**src/rtl/rv_adder_pkg.sv**
```systemverilog
// Shared definitions for the integer adder and its users (ALU, branch unit).
package rv_alu_pkg;

    // Default datapath width of the core.
    localparam int unsigned ADDER_WIDTH = 32;

    // Bit positions of each flag inside the packed flag vector.
    localparam int unsigned FLAG_CARRY    = 2;
    localparam int unsigned FLAG_OVERFLOW = 1;
    localparam int unsigned FLAG_ZERO     = 0;
    localparam int unsigned FLAG_COUNT    = 3;

    // Operation select; the encoding matches the raw sub input.
    typedef enum logic {
        OP_ADD = 1'b0,
        OP_SUB = 1'b1
    } adder_op_t;

    // Flag bundle, MSB first: {carry, overflow, zero}.
    typedef struct packed {
        logic carry;
        logic overflow;
        logic zero;
    } adder_flags_t;

    // Build a flag bundle from individual flag bits.
    function automatic adder_flags_t make_flags(input logic c, input logic v, input logic z);
        adder_flags_t f;
        f.carry    = c;
        f.overflow = v;
        f.zero     = z;
        return f;
    endfunction

endpackage

```
**src/rtl/rv_adder_if.sv**
```systemverilog
// Operand/result bundle of the adder; master drives operands, slave returns results.
interface rv_adder_if
    import rv_alu_pkg::*;
#(
    parameter int unsigned WIDTH = ADDER_WIDTH
) ();

    logic [WIDTH-1:0] inp1;
    logic [WIDTH-1:0] inp2;
    logic             sub;
    logic             in_valid;

    logic [WIDTH-1:0] out;
    logic             carry;
    logic             overflow;
    logic             zero;

    logic [WIDTH-1:0] out_q;
    adder_flags_t     flags_q;
    logic             out_valid;

    modport master (
        output inp1, inp2, sub, in_valid,
        input  out, carry, overflow, zero,
        input  out_q, flags_q, out_valid
    );

    modport slave (
        input  inp1, inp2, sub, in_valid,
        output out, carry, overflow, zero,
        output out_q, flags_q, out_valid
    );

endinterface

```
**src/rtl/rv_adder_core.sv**
```systemverilog
// Purely combinational add/subtract with carry, signed overflow and zero flags.
module rv_adder_core
    import rv_alu_pkg::*;
#(
    parameter int unsigned WIDTH = ADDER_WIDTH
) (
    input  logic [WIDTH-1:0] inp1,
    input  logic [WIDTH-1:0] inp2,
    input  logic             sub,
    output logic [WIDTH-1:0] out,
    output adder_flags_t     flags
);

    adder_op_t        op;
    logic [WIDTH-1:0] b_eff;
    logic [WIDTH:0]   sum;

    // Subtraction is inp1 + ~inp2 + 1; carry-out of 1 therefore means no borrow.
    always_comb begin
        op    = adder_op_t'(sub);
        b_eff = (op == OP_SUB) ? ~inp2 : inp2;
        sum   = {1'b0, inp1} + {1'b0, b_eff} + {{WIDTH{1'b0}}, sub};
        out   = sum[WIDTH-1:0];
        flags = make_flags(sum[WIDTH],
                           (inp1[WIDTH-1] == b_eff[WIDTH-1]) &&
                           (sum[WIDTH-1] != inp1[WIDTH-1]),
                           (sum[WIDTH-1:0] == '0));
    end

endmodule

```
**src/rtl/rv_adder.sv**
```systemverilog
// Adder with combinational result/flags plus a one-cycle registered copy and valid strobe.
module rv_adder
    import rv_alu_pkg::*;
#(
    parameter int unsigned WIDTH = ADDER_WIDTH
) (
    input  logic         clk,
    input  logic         rst,
    rv_adder_if.slave    bus
);

    logic [WIDTH-1:0]      sum_out;
    adder_flags_t          sum_flags;
    logic [FLAG_COUNT-1:0] flag_bits;

    logic [WIDTH-1:0]      out_r;
    adder_flags_t          flags_r;
    logic                  valid_r;

    rv_adder_core #(
        .WIDTH (WIDTH)
    ) u_core (
        .inp1  (bus.inp1),
        .inp2  (bus.inp2),
        .sub   (bus.sub),
        .out   (sum_out),
        .flags (sum_flags)
    );

    // Expose the combinational result and split the flag bundle into scalars.
    always_comb begin
        flag_bits    = sum_flags;
        bus.out      = sum_out;
        bus.carry    = flag_bits[FLAG_CARRY];
        bus.overflow = flag_bits[FLAG_OVERFLOW];
        bus.zero     = flag_bits[FLAG_ZERO];
    end

    // Capture result on in_valid, hold otherwise; reset wins over a same-cycle in_valid.
    always_ff @(posedge clk) begin
        if (rst) begin
            out_r   <= '0;
            flags_r <= '0;
            valid_r <= 1'b0;
        end else begin
            valid_r <= bus.in_valid;
            if (bus.in_valid) begin
                out_r   <= sum_out;
                flags_r <= sum_flags;
            end
        end
    end

    // Drive registered outputs onto the bus.
    always_comb begin
        bus.out_q     = out_r;
        bus.flags_q   = flags_r;
        bus.out_valid = valid_r;
    end

endmodule

```
**src/flat_wrapper.sv**
```systemverilog
// flat-port wrapper written by rule: the top's interface ports become plain ports
module rv_adder_flat import rv_alu_pkg::*;
#(
    parameter int unsigned WIDTH = ADDER_WIDTH
)
  (clk, rst, bus_inp1, bus_inp2, bus_sub, bus_in_valid, bus_out, bus_carry, bus_overflow, bus_zero, bus_out_q, bus_flags_q, bus_out_valid);
  rv_adder_if #(.WIDTH(WIDTH)) bus_i ();
  input  logic clk;
  input  logic rst;
  input wire logic [$bits(bus_i.inp1)-1:0] bus_inp1;
  input wire logic [$bits(bus_i.inp2)-1:0] bus_inp2;
  input wire logic [$bits(bus_i.sub)-1:0] bus_sub;
  input wire logic [$bits(bus_i.in_valid)-1:0] bus_in_valid;
  output wire logic [$bits(bus_i.out)-1:0] bus_out;
  output wire logic [$bits(bus_i.carry)-1:0] bus_carry;
  output wire logic [$bits(bus_i.overflow)-1:0] bus_overflow;
  output wire logic [$bits(bus_i.zero)-1:0] bus_zero;
  output wire logic [$bits(bus_i.out_q)-1:0] bus_out_q;
  output wire logic [$bits(bus_i.flags_q)-1:0] bus_flags_q;
  output wire logic [$bits(bus_i.out_valid)-1:0] bus_out_valid;
  assign bus_i.inp1 = bus_inp1;
  assign bus_i.inp2 = bus_inp2;
  assign bus_i.sub = bus_sub;
  assign bus_i.in_valid = bus_in_valid;
  assign bus_out = bus_i.out;
  assign bus_carry = bus_i.carry;
  assign bus_overflow = bus_i.overflow;
  assign bus_zero = bus_i.zero;
  assign bus_out_q = bus_i.out_q;
  assign bus_flags_q = bus_i.flags_q;
  assign bus_out_valid = bus_i.out_valid;
  rv_adder #(.WIDTH(WIDTH)) u_core (.clk(clk), .rst(rst), .bus(bus_i));
endmodule
```
**config.mk**
```make
export PLATFORM = sky130hd
export DESIGN_NAME = rv_adder_flat
export DESIGN_NICKNAME = d
export VERILOG_FILES = /design/src/rtl/rv_adder_pkg.sv /design/src/rtl/rv_adder_if.sv /design/src/rtl/rv_adder_core.sv /design/src/rtl/rv_adder.sv /design/src/flat_wrapper.sv
export SDC_FILE = /design/constraint.sdc
export NUM_CORES = 1
export LEC_CHECK = 0
export CORE_MARGIN = 8
export CORE_UTILIZATION = 59
export CTS_CLUSTER_DIAMETER = 100
export DETAILED_ROUTE_END_ITERATION = 16
export DONT_BUFFER_PORTS = 1
export HOLD_SLACK_MARGIN = 0.05
export PLACE_DENSITY = 0.78
export SYNTH_ARGS = -nofsm -noshare
export SYNTH_HDL_FRONTEND = slang
export SYNTH_SLANG_ARGS = --single-unit
```
**constraint.sdc**
```tcl
create_clock -name clk -period 3.5 [get_ports clk]
set_input_delay 0.35 -clock clk [delete_from_list [all_inputs] [get_ports clk]]
set_output_delay 0.35 -clock clk [all_outputs]
set_load 0.02 [all_outputs]
```
======== Yosys cells after proc, flatten, opt, wreduce, memory -nomap -nowiden ========
Cells that the tools add are included.
storage, ports and cells
  output and inout bits ................... 71
  input bits .............................. 68
  register bits after elaboration ......... 36
  word-level logic and storage cells ...... 13
cells by class
  add/subtract/negate cells ............... 2
  reduce and logical (&&, ||, !) cells .... 2
  bitwise operators ....................... 1
  muxes and demuxes ....................... 1
  equality and inequality tests ........... 2
operator list
  kind                 number
  $add A32 B32 Y33     1
  $add A33 B1 Y33      1
  $logic_not A32 Y1    1
  $mux W32             1
  $not A32 Y32         1
  $eq A1 B1 Y1         1
  $logic_and A1 B1 Y1  1
  $ne A1 B1 Y1         1

======== Logic depth before layout (Yosys ltp) ========
Gate-level depths: netlist of run 1.
  depth in word-level cells ............... 6
  mapped depth ............................ 14
  gate-level depth less buffers ........... 12

======== Cells and area by module ========
From an unflattened synthesis of run 1, not the netlist that was laid out.
unflattened totals
  cell total of the unflattened synthesis .. 409
  area, all modules ....................... 3,420.8 µm²
by module, submodules not included
  module         seq. area each (µm²)  times used  cells each  area each (µm²)
  rv_adder_core  0.0                   1           294         2,123.3
  rv_adder       720.7                 1           115         1,297.5

======== Worst setup path after synthesis of run 1 ========
Ideal clock, no wire load.
  path kind ............................... input port to output port
  from .................................... in bus_sub
  to ...................................... out bus_zero
  required time ........................... 3.150 ns
  cell stages on the path ................. 13
  slack ................................... -0.694 ns
  data arrival time ....................... 3.844 ns
  buffers on the path ..................... 3
  cell sequence ........................... clkbuf_1 > buf_1 > xor2_1 > ha_1 > buf_6 > a21o_1 > or3_4 > o211ai_2 > nand4_4 > a31oi_4 > xnor2_1 > or4_1 > nor4_2
between the ends
  word-level cells in the longest chain between the ends .. 4
ends and longest elaborated chain
  element              RTL line             source
  start: declaration   flat_wrapper.sv:12   input wire logic [$bits(bus_i.sub)-1:0] bus_sub;
  $mux W32             rv_adder_core.sv:21  b_eff = (op == OP_SUB) ? ~inp2 : inp2;
  $add A32 B32 Y33     rv_adder_core.sv:22  sum = {1'b0, inp1} + {1'b0, b_eff} + {{WIDTH{1'b0}}, sub};
  $add A33 B1 Y33 *    rv_adder_core.sv:22
  via bus_out[26]      flat_wrapper.sv:14   output wire logic [$bits(bus_i.out)-1:0] bus_out;
  $logic_not A32 Y1 *  rv_adder_core.sv:27  (sum[WIDTH-1:0] == '0));
  end: declaration     flat_wrapper.sv:17   output wire logic [$bits(bus_i.zero)-1:0] bus_zero;
The timed path passes the listed nets; every way through them passes the cells marked *.

======== Worst setup path after layout of run 1 ========
  from .................................... in bus_sub
  to ...................................... out bus_zero
between the ends
  word-level cells in the longest chain between the ends .. 4
ends and longest elaborated chain
  element              RTL line
  $mux W32             rv_adder_core.sv:21
  $add A32 B32 Y33     rv_adder_core.sv:22
  $add A33 B1 Y33 *    rv_adder_core.sv:22
  $logic_not A32 Y1 *  rv_adder_core.sv:27
Mark *: on every way between the ends. The rest lies on a longest branch, timed or not.

==> results by group, run 1 <==
Run status
  • Result of the run: complete, no violations

STA
  • Setup repair after global routing missed its margin: yes
  • Final Cycle Share: 99.2%
  • Endpoints failing hold: 0
  • Final setup violation count: 0
  • Worst clock skew: 0 ns
  • Post-layout min period: 3.47 ns
  • Final Worst Setup Slack: 0.0272 ns
  • Relative slew margins: 57.5%
  • Count of pins over their slew limit: 0
  • Actual slew at the worst max-slew pin: 0.633 ns
  • Fmax: 0.288 GHz

Worst setup path
  • Kind of cell adding the most delay to the critical path: simple AND/OR/NAND/NOR gates
  • Most numerous cell on the critical path: sky130_fd_sc_hd__buf_4
  • Number of buffers and inverters on the critical path: 3
  • Largest fanout of any net on the critical path: 32
  • Worst R2R Start: u_core.bus.flags_q[0]
  • Series of cell instances along the critical path: xor2_1, ha_1, buf_4, nand4_1, buf_4, nor4_4, o211ai_4, nand4_4, a31oi_4, xnor2_1, or4_4, nor4_4, buf_4
  • Delay of the slowest cell on the worst path: 0.54 ns
  • Crit start category: input pin
  • Nature of the critical path endpoint: output pin
  • Critical path data required time: 3.15 ns
  • Critical path class: input pin to output pin
  • CP max stage cell: sky130_fd_sc_hd__or4_4
  • Slack of the worst reg-to-reg path: 2.47 ns
  • Worst setup path start: bus_sub
  • Arrival @ worst endpoint: 3.12 ns

Synthesis
  • Leading register cell type out of synthesis: sky130_fd_sc_hd__dfxtp_1
  • Top-count cell post-synth: sky130_fd_sc_hd__nor2_1
  • Warning count from the yosys run: 0
  • Syn nets: 579
  • Post-synthesis cell type with the largest combined area: sky130_fd_sc_hd__dfxtp_1
  • Top cells by count, synth: sky130_fd_sc_hd__nor2_1, sky130_fd_sc_hd__xor2_1, sky130_fd_sc_hd__a21oi_1
  • Post-Synthesis Cell Area: 3820 um2
  • Average cell area after synthesis: 8.03 um2
  • Number of synthesized flops with an enable pin: 0
  • Gate Count Post-Synth: 476
  • Register bit count reported by yosys: 36
  • Fraction of post-synthesis cell area in the top cell type by area: 18.8%
  • Area contributors post-synth: sky130_fd_sc_hd__dfxtp_1, sky130_fd_sc_hd__ha_1, sky130_fd_sc_hd__xor2_1, sky130_fd_sc_hd__mux2i_1, sky130_fd_sc_hd__nor2_1
  • Asr flop ratio synth: 0%
  • Number of unique standard cell types used by synthesis: 70
  • Sequential fraction of the synthesis area: 18.8%

Layout
  • FILL cells: 463
  • Fraction of the core area covered by cells at the end of the flow: 76.3%
  • Total area of sequential cells: 721 um2
  • Proportion of layout cells with a drive suffix above 1: 29.0%
  • Multi-input logic area: 3240 um2
  • Final net count: 640
  • Ant diodes: 0
  • Area grow syn2layout: 26.0%

Global route
  • Congestion Overflow GR: 0
  • Vias in the first global route: 3753
  • Wire length of the first global-routing pass: 18000 um
  • Gr usage total: 24.0%
  • Maximum number of pins on one net before global-route repair: 43
  • Antenna violations before repair: 0

Worst hold path
  • Hold path startpoint: rst
  • Worst min path class: input pin to flip-flop

Detailed routing
  • DR pass1 iterations: 5
  • Detailed-route wire length: 12400 um
  • Via count of the routed design: 3910
  • Number of design rule violations left after detail routing: 0
  • Number of nets with antenna violations after detailed routing: 0
  • Via-to-Cell Ratio: 6.36
  • Initial DRC Count: 198
  • Routed len/inst: 20.1 um

Pwr
  • PD cells: 498 nW/um2
  • Worst supply voltage drop on vdd: 0.407 mV
  • Overall Power: 2400 uW
  • Leakage component of the power: 0.00205 uW

Floorplanning
  • Die Span Y: 96.5 um
  • Number of primary I/O pins: 139
  • DIE AREA: 9310 um2
  • Cell row count: 29
  • Core box area: 6310 um2
  • Initial standard-cell utilization of the core: 60.6%
  • Width of the die: 96.5 um

Clock tree
  • CTS tree: done
  • Clock-pin slew on the worst setup and hold paths: 0.08 ns
  • Max H-tree Level: 2
  • Number of buffers on the longest clock path: 2
  • Hold buffer count at CTS: 0
  • Clock network latency to the later pin of the worst-skew pair: 0.29 ns
  • Buffer type at the clock tree root: sky130_fd_sc_hd__clkbuf_8
  • CTS sink cnt: 36
  • Clock buffer count from CTS: 5

Placement
  • Buffers on Ports: 0
  • Dpl ws: -0.0774 ns
  • Last weighted congestion value of the routability-driven placer: 0.997
  • HPWL after detailed placement: 9610 um

Run
  • Max Cap Violations: 0
[final cells by class]
| type | instances | area share, % |
|---|---|---|
| multi-input cells | 400 | 67.2 |
| flip-flops and latches | 36 | 15.0 |
| repair buffers | 79 | 12.4 |
| well taps | 77 | 2.00 |
| clock buffers | 6 | 1.51 |
| inverters | 15 | 1.17 |
| clock inverters | 2 | 0.727 |
[per-layer routing]
layer	GRT usage [%]	share of wire (%)
met1	28.7	39
met4	7.69	2.6
met3	6.88	11
met5	0	0
met2	40.4	47
[final timing paths]
kind,to,cells after the start
max,bus_zero,13
min,u_core.bus.out_q[27],1
max reg2reg,u_core.bus.flags_q[0],2
min reg2reg,u_core.bus.out_q[30],2
[sequential cells by signal, summed over array words and instances (netlist names)]
name,cells
u_core.bus.out_valid,1
u_core.bus.out_q,32
u_core.bus.flags_q,3
[kinds of logic (layout without fill, tap and decap cells)]
kind of cell               count (synthesis)  count (layout)  share of synthesized area, %
muxes                                     31              31                          8.18
xor gates and xnor gates                  56              56                          12.8
DFF                                       36              36                          18.8
buffers and inverters                     40             102                          5.56
adders and majority gates                 35              35                          11.6
and+or+nand+nor                          156             156                          21.8
AOI/OAI and AO/OA                        122             122                          21.1
[cells in the final DEF (no fill, tap or decap), types with 5 or more instances in the layout]
cell / netlist / routed
sky130_fd_sc_hd__a21o_1: 5 / 5
sky130_fd_sc_hd__xor2_2: 0 / 7
sky130_fd_sc_hd__xor2_1: 43 / 35
sky130_fd_sc_hd__nor3_1: 5 / 5
sky130_fd_sc_hd__inv_1: 15 / 14
sky130_fd_sc_hd__nand4b_1: 5 / 5
sky130_fd_sc_hd__buf_4: 1 / 78
sky130_fd_sc_hd__ha_1: 34 / 29
sky130_fd_sc_hd__nand2b_1: 7 / 6
sky130_fd_sc_hd__o21ai_2: 0 / 5
sky130_fd_sc_hd__dfxtp_1: 36 / 36
sky130_fd_sc_hd__nand2_1: 29 / 29
sky130_fd_sc_hd__nor2_1: 55 / 54
sky130_fd_sc_hd__a21oi_1: 38 / 29
sky130_fd_sc_hd__nor2b_1: 6 / 6
sky130_fd_sc_hd__clkbuf_8: 4 / 5
sky130_fd_sc_hd__nand4_1: 10 / 10
sky130_fd_sc_hd__xnor2_1: 13 / 12
sky130_fd_sc_hd__a21oi_2: 0 / 7
sky130_fd_sc_hd__mux2i_1: 29 / 29
sky130_fd_sc_hd__o21ai_1: 6 / 6
sky130_fd_sc_hd__a211oi_1: 12 / 11
sky130_fd_sc_hd__o21ai_0: 24 / 17
[report_power, final]
part / internal [uW] / leakage [uW] / switching (uW)
sequential: 468 / 0.000297 / 113
clock: 212 / 0.0000552 / 156
combinational: 597 / 0.00170 / 855
[per-stage QoR]
stage | setup TNS (ns) | hold WS (ns) | instance area (um2) | cells
6_report | 0 | 0.120 | 4820 | 615
5_1_grt | -0.0627 | 0.115 | 4820 | 615
4_1_cts | 0 | 0.121 | 4500 | 606
3_5_place_dp | -0.0774 | 0.428 | 4340 | 597
3_3_place_gp | 0 | 0.424 | 4340 | 597
2_1_floorplan | -0.267 | 0.545 | 3930 | 476
[what timing repair did]
action                                  CTS  global route
setup buffers                             1             9
pin swaps                                 6            37
resized for setup                        10            50
endpoints found under the setup margin    1             1
Power figures use the tool's default switching activity.
==> inputs of run 2 (changes only) <==
--- a/config.mk
+++ b/config.mk
@@ -6,12 +6,12 @@
 export NUM_CORES = 1
 export LEC_CHECK = 0
 export CORE_MARGIN = 8
-export CORE_UTILIZATION = 59
+export CORE_UTILIZATION = 67
 export CTS_CLUSTER_DIAMETER = 100
 export DETAILED_ROUTE_END_ITERATION = 16
 export DONT_BUFFER_PORTS = 1
 export HOLD_SLACK_MARGIN = 0.05
-export PLACE_DENSITY = 0.78
+export PLACE_DENSITY = 0.83
 export SYNTH_ARGS = -nofsm -noshare
 export SYNTH_HDL_FRONTEND = slang
 export SYNTH_SLANG_ARGS = --single-unit
==> constraint.sdc (replaced) <==
create_clock -name clk -period 4 [get_ports clk]
set_input_delay 0.4 -clock clk [delete_from_list [all_inputs] [get_ports clk]]
set_output_delay 0.4 -clock clk [all_outputs]
set_load 0.02 [all_outputs]
==> run 2 against run 1 <==
Net effect: first-iteration DRC count increased by 29%; worst hold slack improved by 0.051 ns; sequential power decreased by 12%; register-to-register slack improved by 0.54 ns; critical path depth decreased by 1; total power decreased by 23%; clock power decreased by 23%; flip-flop and latch count unchanged; via count decreased by 4.8%; critical path type unchanged; largest cell class unchanged; largest power group unchanged; highest routed layer unchanged.
==> results by group, run 2 (same netlist as run 1, synthesis figures left out) <==
Global route
  • Wire length of the first global-routing pass: 19000 um (was 18000 um)
  • Antenna violations before repair: 0 (unchanged)
  • Gr usage total: 26.9% (was 24.0%)
  • Vias in the first global route: 3694 (was 3753)
  • Congestion Overflow GR: 0 (unchanged)
  • Maximum number of pins on one net before global-route repair: 43 (unchanged)

Layout
  • Max FFs per register: 32 (unchanged)
  • Ant diodes: 0 (unchanged)
  • Final net count: 584 (was 640)
  • Fraction of the core area covered by cells at the end of the flow: 73.8% (was 76.3%)
  • Area grow syn2layout: 6.28% (was 26.0%)
  • Multi-input logic area: 2930 um2 (was 3240 um2)
  • FILL cells: 413 (was 463)
  • Total area of sequential cells: 721 um2 (unchanged)
  • Proportion of layout cells with a drive suffix above 1: 12.1% (was 29.0%)
  • Commonest cells after routing, fill and taps aside: sky130_fd_sc_hd__nor2_1, sky130_fd_sc_hd__xor2_1, sky130_fd_sc_hd__dfxtp_1 (was sky130_fd_sc_hd__buf_4, sky130_fd_sc_hd__nor2_1, sky130_fd_sc_hd__dfxtp_1)
  • Most common cell after layout, fill and taps aside: sky130_fd_sc_hd__nor2_1 (was sky130_fd_sc_hd__buf_4)
  • Number of standard cells in the final layout excluding fillers: 553 (was 615)
  • Design Area, Final: 4060 um2 (was 4820 um2)

Worst setup path
  • Slack of the worst reg-to-reg path: 3.01 ns (was 2.47 ns)
  • Delay of the slowest cell on the worst path: 0.50 ns (was 0.54 ns)
  • Number of buffers and inverters on the critical path: 1 (was 3)
  • Reg2reg end: u_core.bus.flags_q[0] (unchanged)
  • CP max stage cell: sky130_fd_sc_hd__or4_1 (was sky130_fd_sc_hd__or4_4)
  • Most numerous cell on the critical path: sky130_fd_sc_hd__nand4b_1 (was sky130_fd_sc_hd__buf_4)
  • Series of cell instances along the critical path: xor2_1, ha_1, a21oi_1, nand2_1, o211a_1, or4_1, nor2_1, and3b_1, nand4b_1, nand4b_1, nor4_4, buf_4 (was xor2_1, ha_1, buf_4, nand4_1, buf_4, nor4_4, o211ai_4, nand4_4, a31oi_4, xnor2_1, or4_4, nor4_4, buf_4)
  • Critical path data required time: 3.60 ns (was 3.15 ns)
  • Nature of the critical path endpoint: output pin (unchanged)
  • Worst R2R Start: u_core.bus.flags_q[0] (unchanged)
  • Largest fanout of any net on the critical path: 32 (unchanged)
  • Critical path class: input pin to output pin (unchanged)
  • Arrival @ worst endpoint: 3.48 ns (was 3.12 ns)
  • Crit start category: input pin (unchanged)
  • FF-to-FF path depth: 2 (unchanged)
  • Kind of cell adding the most delay to the critical path: simple AND/OR/NAND/NOR gates (unchanged)

Floorplanning
  • Width of the die: 91.5 um (was 96.5 um)
  • Core box area: 5510 um2 (was 6310 um2)
  • DIE AREA: 8380 um2 (was 9310 um2)
  • Initial standard-cell utilization of the core: 69.4% (was 60.6%)
  • Cell row count: 27 (was 29)
  • Die Span Y: 91.5 um (was 96.5 um)
  • Number of primary I/O pins: 139 (unchanged)

STA
  • Fmax: 0.258 GHz
  • Worst clock skew: 0 ns (unchanged)
  • Actual slew at the worst max-slew pin: 0.834 ns (was 0.633 ns)
  • Relative slew margins: 44.2% (was 57.5%)
  • Count of pins over their slew limit: 0 (unchanged)
  • Post-layout min period: 3.88 ns
  • Accumulated negative setup slack: 0 ns (unchanged)
  • Final Cycle Share: 97.0%
  • Endpoints failing hold: 0 (unchanged)
  • Final setup violation count: 0 (unchanged)
  • Setup repair after global routing missed its margin: no (was yes)

Clock tree
  • Number of buffers on the longest clock path: 2 (unchanged)
  • Max H-tree Level: 2 (unchanged)
  • Clock buffer count from CTS: 5 (unchanged)
  • Clock network latency to the later pin of the worst-skew pair: 0.29 ns (about the same)
  • Clock-pin slew on the worst setup and hold paths: 0.07 ns (was 0.08 ns)
  • CTS tree: done (unchanged)
  • Buffer type at the clock tree root: sky130_fd_sc_hd__clkbuf_8 (unchanged)
  • CTS sink cnt: 36 (unchanged)

Placement
  • Area after DPL: 3940 um2 (was 4340 um2)
  • Last weighted congestion value of the routability-driven placer: 0.909 (was 0.997)
  • Buffers on Ports: 0 (unchanged)
  • HPWL after detailed placement: 9600 um (was 9610 um)
  • Number of cells in the design after placement: 546 (was 597)

Detailed routing
  • Detailed-route wire length: 11900 um (was 12400 um)
  • Number of nets with antenna violations after detailed routing: 0 (unchanged)
  • DR pass1 iterations: 4 (was 5)
  • Number of design rule violations left after detail routing: 0 (unchanged)
  • Via-to-Cell Ratio: 6.73 (was 6.36)
  • Initial DRC Count: 256 (was 198)
  • Routed len/inst: 21.6 um (was 20.1 um)
  • Via count of the routed design: 3724 (was 3910)

Run status
  • Result of the run: complete, no violations (unchanged)

Run
  • Max Cap Violations: 0 (unchanged)

Worst hold path
  • Hold path startpoint: rst (unchanged)
  • Hold-critical path depth: 1 (unchanged)
  • Worst min path class: input pin to flip-flop (unchanged)
  • End of the worst hold path: u_core.bus.out_q[30] (was u_core.bus.out_q[27])

Pwr
  • Leakage component of the power: 0.00172 uW (was 0.00205 uW)
  • Worst supply voltage drop on vdd: 0.319 mV (was 0.407 mV)
  • PD cells: 457 nW/um2 (was 498 nW/um2)
-- run 2: changes by cell type in the layout (fill, tap and decap cells not counted), moves of 4 or more --
cell and change:
sky130_fd_sc_hd__buf_4 -55, sky130_fd_sc_hd__xor2_1 +8, sky130_fd_sc_hd__xor2_2 -7, sky130_fd_sc_hd__a21oi_1 +6, sky130_fd_sc_hd__o21ai_0 +6, sky130_fd_sc_hd__a21oi_2 -5, sky130_fd_sc_hd__ha_1 +5, sky130_fd_sc_hd__o21ai_2 -5
sky130_fd_sc_hd__ha_4 -4
-- run 2: worst register-to-register path, stage by stage, from the launching register on --
cell,delay [ns]
sky130_fd_sc_hd__dfxtp_1,0.47
sky130_fd_sc_hd__or2b_2,0.33
sky130_fd_sc_hd__o32ai_2,0.11
-- run 2: final cells by class --
cell class	instances	area share [%]
tap	72	2.22
clock buffer	7	2.37
sequential	36	17.7
timing repair buffer	23	4.25
multi-input combinational	400	72.0
inverter	15	1.39
-- run 2: metrics by stage --
| stage | worst slack, ns | total power, uW | hold WS [ns] |
|---|---|---|---|
| floorplan | 0.0584 | 1270 | 0.545 |
| global placement | 0.188 | 1520 | 0.474 |
| detailed placement | 0.148 | 1550 | 0.478 |
| CTS | 0.131 | 1830 | 0.174 |
| global route | 0.00392 | 1950 | 0.165 |
| finish | 0.121 | 1860 | 0.171 |
-- run 2: power breakdown --
group / switching [uW] / total, uW / internal (uW)
sequential: 99.1 / 509 / 409
combinational: 691 / 1060 / 373
clock: 130 / 284 / 153
-- run 2: timing repair --
item,in CTS,in global routing
buffers inserted,0,0
hold buffers,0,0
setup endpoints to repair,0,1
gates resized for setup,0,7
-- run 2: how the worst max path moves through the flow --
stage	from	to	cells past startpoint
5_1_grt	bus_sub	bus_zero	12
2_1_floorplan	bus_sub	bus_zero	14
6_report	bus_sub	bus_zero	12
3_3_place_gp	bus_inp2[0]	bus_zero	12
3_5_place_dp	bus_inp2[0]	bus_zero	12
4_1_cts	bus_inp2[0]	bus_zero	12
-- run 2: metal layers --
layer / global-route usage [%] / up-vias / part of all wire, %
li1: - / 1728 / -
met1: 32.8 / 1752 / 41
met2: 42.4 / 206 / 44
met3: 9.22 / 38 / 12
met4: 9.96 / 0 / 3.2
met5: 0 / - / 0
